`src/rtl/prio_grant_issuer.sv`:
```
// Priority grant issuer: accepts a request word and presents one-hot grants lane by lane,
// lowest index first. Each grant is held until it is acknowledged or its hold timer expires.
module prio_grant_issuer #(
    parameter int WIDTH    = 8,
    parameter int HOLD_MAX = 15,
    parameter int IDXW     = 3
) (
    input  logic             clk,
    input  logic             rst,
    input  logic             req_valid,
    output logic             req_ready,
    input  logic [WIDTH-1:0] req_vec,
    input  logic             sel_in,
    input  logic [WIDTH-1:0] data_a,
    input  logic [WIDTH-1:0] data_b,
    output logic             grant_valid,
    input  logic             grant_ack,
    output logic [WIDTH-1:0] grant_onehot,
    output logic [IDXW-1:0]  grant_idx,
    output logic             grant_bit,
    output logic             done,
    output logic             timeout_err
);

    // Keep the timer at least one bit wide so HOLD_MAX=0 still elaborates.
    localparam int TW = (HOLD_MAX > 0) ? $clog2(HOLD_MAX + 1) : 1;

    typedef enum logic [1:0] {StIdle, StGrant, StDone} state_e;

    state_e           state_q, state_d;
    logic [WIDTH-1:0] pend_q, pend_d;
    logic [WIDTH-1:0] word_q, word_d;
    logic [TW-1:0]    timer_q, timer_d;
    logic             timeout_q, timeout_d;

    logic [WIDTH-1:0] low_onehot;
    logic [IDXW-1:0]  low_idx;
    logic             hit_timeout;

    always_comb begin
        low_onehot = pend_q & (~pend_q + WIDTH'(1));
        low_idx    = '0;
        for (int i = WIDTH - 1; i >= 0; i--) begin
            if (pend_q[i]) low_idx = IDXW'(i);
        end
    end

    assign hit_timeout = (HOLD_MAX > 0) && !grant_ack && (timer_q == TW'(HOLD_MAX - 1));

    always_ff @(posedge clk or posedge rst) begin
        if (rst) begin
            state_q   <= StIdle;
            pend_q    <= '0;
            word_q    <= '0;
            timer_q   <= '0;
            timeout_q <= 1'b0;
        end else begin
            state_q   <= state_d;
            pend_q    <= pend_d;
            word_q    <= word_d;
            timer_q   <= timer_d;
            timeout_q <= timeout_d;
        end
    end

    always_comb begin
        state_d   = state_q;
        pend_d    = pend_q;
        word_d    = word_q;
        timer_d   = timer_q;
        timeout_d = 1'b0;
        unique case (state_q)
            StIdle: begin
                if (req_valid) begin
                    pend_d  = req_vec;
                    word_d  = ~(sel_in ? data_a : data_b);
                    timer_d = '0;
                    state_d = (req_vec == '0) ? StDone : StGrant;
                end
            end
            StGrant: begin
                if (grant_ack || hit_timeout) begin
                    pend_d    = pend_q & ~low_onehot;
                    timer_d   = '0;
                    timeout_d = hit_timeout;
                    if ((pend_q & ~low_onehot) == '0) state_d = StDone;
                end else if (timer_q != '1) begin
                    // Saturate rather than wrap when the timeout is disabled.
                    timer_d = timer_q + TW'(1);
                end
            end
            StDone: state_d = StIdle;
            default: state_d = StIdle;
        endcase
    end

    always_comb begin
        req_ready    = (state_q == StIdle);
        grant_valid  = (state_q == StGrant);
        grant_onehot = grant_valid ? low_onehot : '0;
        grant_idx    = grant_valid ? low_idx : '0;
        grant_bit    = grant_valid & word_q[low_idx];
        done         = (state_q == StDone);
        timeout_err  = timeout_q;
    end

endmodule
```
`config.mk`:
```
export PLATFORM = sky130hd
export DESIGN_NAME = prio_grant_issuer
export DESIGN_NICKNAME = d
export VERILOG_FILES = /design/src/rtl/prio_grant_issuer.sv
export SDC_FILE = /design/constraint.sdc
export NUM_CORES = 1
export LEC_CHECK = 0
export BUFFER_PORTS_ARGS = -buffer_cell sky130_fd_sc_hd__buf_2
export CAP_MARGIN = 5
export CORE_MARGIN = 5
export CORE_UTILIZATION = 45
export DETAILED_ROUTE_END_ITERATION = 8
export PLACE_DENSITY = 0.7
export SLEW_MARGIN = 15
export SYNTH_ARGS = -nofsm -noshare
export SYNTH_HDL_FRONTEND = slang
export SYNTH_SLANG_ARGS = --single-unit
export TNS_END_PERCENT = 1
```
`constraint.sdc`:
```
create_clock -name clk -period 1.66 [get_ports clk]
set_input_delay 0.166 -clock clk [delete_from_list [all_inputs] [get_ports clk]]
set_output_delay 0.166 -clock clk [all_outputs]
set_load 0.01 [all_outputs]
```
==> qor.txt <==
Yosys top cell by area -> dfrtp_1
Worst setup SP type -> flip-flop
Initial DRT Pass Iterations -> 4
Post-synth top flop -> dfrtp_1
Area added between synthesis and finish -> 40.9%
Switching Fraction -> 0.446
Total GRT Usage -> 0.197
Slowest stage delay, CP -> 0.45 ns
Final Worst Setup Slack -> -0.473 ns
Final routed DRC violation total -> 0
Placed Instances -> 266
Ant. Diodes -> 0
Detailed Place HPWL -> 3300 µm
CP max-delay cell -> dfrtp_1
GP Congestion -> 0.846
CP Buf/Inv Count -> 2
Later-pin clock latency in the skew report -> 0.32 ns
Xor and xnor area share after synthesis -> 0.0118
Switching pwr -> 1.83 mW
H-tree levels -> 1
Count leader, synth -> dfrtp_1
Congestion Overflow GR -> 0
Min Tclk post-route -> 2.13 ns
Synth Area in Adders -> 0.0237
Ys async rst share -> 1.00
Slew @ Worst Pin -> 0.507 ns
Yosys warnings -> 0
Simple-Gate Fraction of Synth Area -> 0.234
Worst-case clock buffer depth -> 2
Slew Limit Headroom -> 0.662
Hold Fails Final Rpt -> 0
Synth Area in Compound Gates -> 0.192
Mux share of post-synthesis cell area -> 0.0956
CTS tree -> built
Outcome -> finished, violations left
Max-cap viol count -> 0
Power Density -> 1970 nW/µm²
Routed vias -> 1490
Antenna violations before repair -> 0
Final Max Slew Viols -> 0
Final ANT Viol Nets -> 0
CTS Buf Count -> 3
Global-route wire length before repair -> 6710 µm
Fin cells -> 276
Hold Crit Class -> input port to flip-flop
DR iter-0 viols -> 91
Syn Inst Count -> 159
Top delay family on crit path -> simple AND/OR/NAND/NOR gates
Vias in the first global route -> 1486
Die height -> 67.3 µm
Rows -> 20
CP Capture Type -> primary output
Critical path class -> flip-flop to primary output
Clock root buffer -> clkbuf_4
Unrepaired setup endpoints after global routing -> true
NumNets Final -> 264
Pin count of the biggest net entering global routing -> 24
Layout fillers -> 283
Syn_area_per_cell -> 9.30 µm²
Die area -> 4530 µm²
WL per Instance -> 15.0 µm
Unique masters post-synth -> 46
Number of synthesized flops with an enable pin -> 0
Register area share after synthesis -> 0.389
Area contributors post-synth -> dfrtp_1 (39%), mux2_2 (6.9%), o21ai_0 (5.4%)
Clock transition at path regs -> 0.14 ns
Die Width -> 67.3 µm
Post-Route WL -> 4140 µm
Initial Util -> 0.477
Post-route clock period utilization -> 1.29
Post-synth design cell area -> 1480 µm²
Req. time, crit path -> 1.49 ns
Total clock sinks -> 23
Reg power frac -> 0.250
Max Freq -> 0.469 GHz
Share of cells above drive strength 1 -> 0.509
Clock power share -> 0.066
Worst path arrival time -> 1.97 ns
Flop and latch count out of synthesis -> 23
LEAKAGE -> 1.05 nW
CP cell instances -> buf_6 > nor4_4 > nand2_2 > a21oi_2 > o2111ai_1 > nor2_1 > a211o_1 > buf_2
Synth top area share -> 0.389
Via density -> 5.40
Failing checks -> setup timing
Internal -> 2.28 mW
IO buf count -> 44
CP max FO -> 3
Core area -> 3100 µm²
Final Setup Violations -> 13
IO Pins -> 45
WHS -> 0.0497 ns
Syn nets -> 190
Comb power frac -> 0.683
Worst VDD drop -> 0.812 mV
Synth cell count leaders -> dfrtp_1 (23), nand2_1 (20), o21ai_0 (16), nor2_1 (13), mux2_2 (9)
Final clock skew -> 0.00446 ns
Largest family of logic cells by synthesized area -> simple AND/OR/NAND/NOR gates
==> placed cells by master (no fill, tap or decap), types with 3 or more instances in the layout <==
cell type,n
a21oi_1,4
nor2_1,11
nand2_1,20
a22o_1,4
clkbuf_4,3
and3_1,4
dfrtp_1,22
mux2i_1,4
buf_2,42
buf_4,30
mux2_2,9
o21ai_0,15
nor4_1,3
buf_6,5
==> flip-flops by register name (all words and copies together), names as in the netlist <==
register / flops
pend_q: 8
word_q: 8
timer_q: 4
state_q: 2
timeout_err: 1
==> through the flow <==
stage	util	cell area, µm²	TNS (ns)	worst slack [ns]	total power, mW
final	0.672	2080	-2.53	-0.473	4.11
after global routing	0.672	2080	-3.91	-0.577	4.43
after CTS	0.653	2030	-2.52	-0.463	3.95
after detailed placement	0.613	1900	-0.219	-0.126	3.42
after global placement	0.613	1900	-0.0518	-0.0518	3.34
after floorplan	-	1480	0	0.00965	2.49
==> final timing paths <==
path                       slack [ns]         end  cells after the start  startpoint
hold / removal                   0.05   pend_q[1]                      3  req_vec[1]
max in group asynchronous        0.99   pend_q[2]                      4         rst
setup reg to reg                -0.11  state_q[0]                      9   pend_q[0]
hold reg to reg                  0.52   word_q[6]                      2   word_q[6]
setup / recovery                -0.47   grant_bit                      8   pend_q[0]
min in group asynchronous        0.42  timer_q[1]                      4         rst
==> tightest hold or removal path, stage by stage <==
cell and delay, ns:
buf_2 0.09, nand2_1 0.04, nand2_1 0.05
==> final cells by class <==
type / count / area (µm²) / share of cell area
Clock buffer: 3 / 22.5 / 0.0108
Clock inverter: 1 / 5.00 / 0.00240
Inverter: 4 / 15.0 / 0.00720
Multi-Input combinational cell: 123 / 908 / 0.436
Sequential cell: 23 / 577 / 0.277
Tap cell: 44 / 55.1 / 0.0264
Timing Repair Buffer: 78 / 502 / 0.241
==> repair_timing <==
| action | CTS | global route |
|---|---|---|
| hold buffers | 1 | 0 |
| setup buffers | 5 | 0 |
| resized for setup | 13 | 14 |
| pin swaps | 6 | 0 |
| endpoints found under the setup margin | 20 | 24 |
| hold endpoints to repair | 23 | 0 |
==> logic make-up after synthesis <==
logic type / after synthesis
AOI/OAI and AO/OA: 41
and+or+nand+nor: 64
buffers and inverters: 13
xor gates and xnor gates: 2
adders and majority gates: 3
DFF: 23
muxes: 13
==> metal layers <==
metal	vias up	track usage	part of all wire	wire length, µm
li1	720	-	-	-
met1	707	0.236	0.41	1700
met2	55	0.353	0.52	2160
met3	8	0.0349	0.051	212
met4	0	0.0658	0.018	73
met5	-	0	0	0
==> power groups by stage <==
stage / logic, mW / registers, mW / clock network (mW)
after floorplan: 1.58 / 0.909 / 0
after global placement: 2.36 / 0.988 / 0
after detailed placement: 2.42 / 1.00 / 0
after CTS: 2.67 / 1.00 / 0.276
after global routing: 3.07 / 1.06 / 0.303
final: 2.81 / 1.03 / 0.273
(Power assumes the default switching activity.)
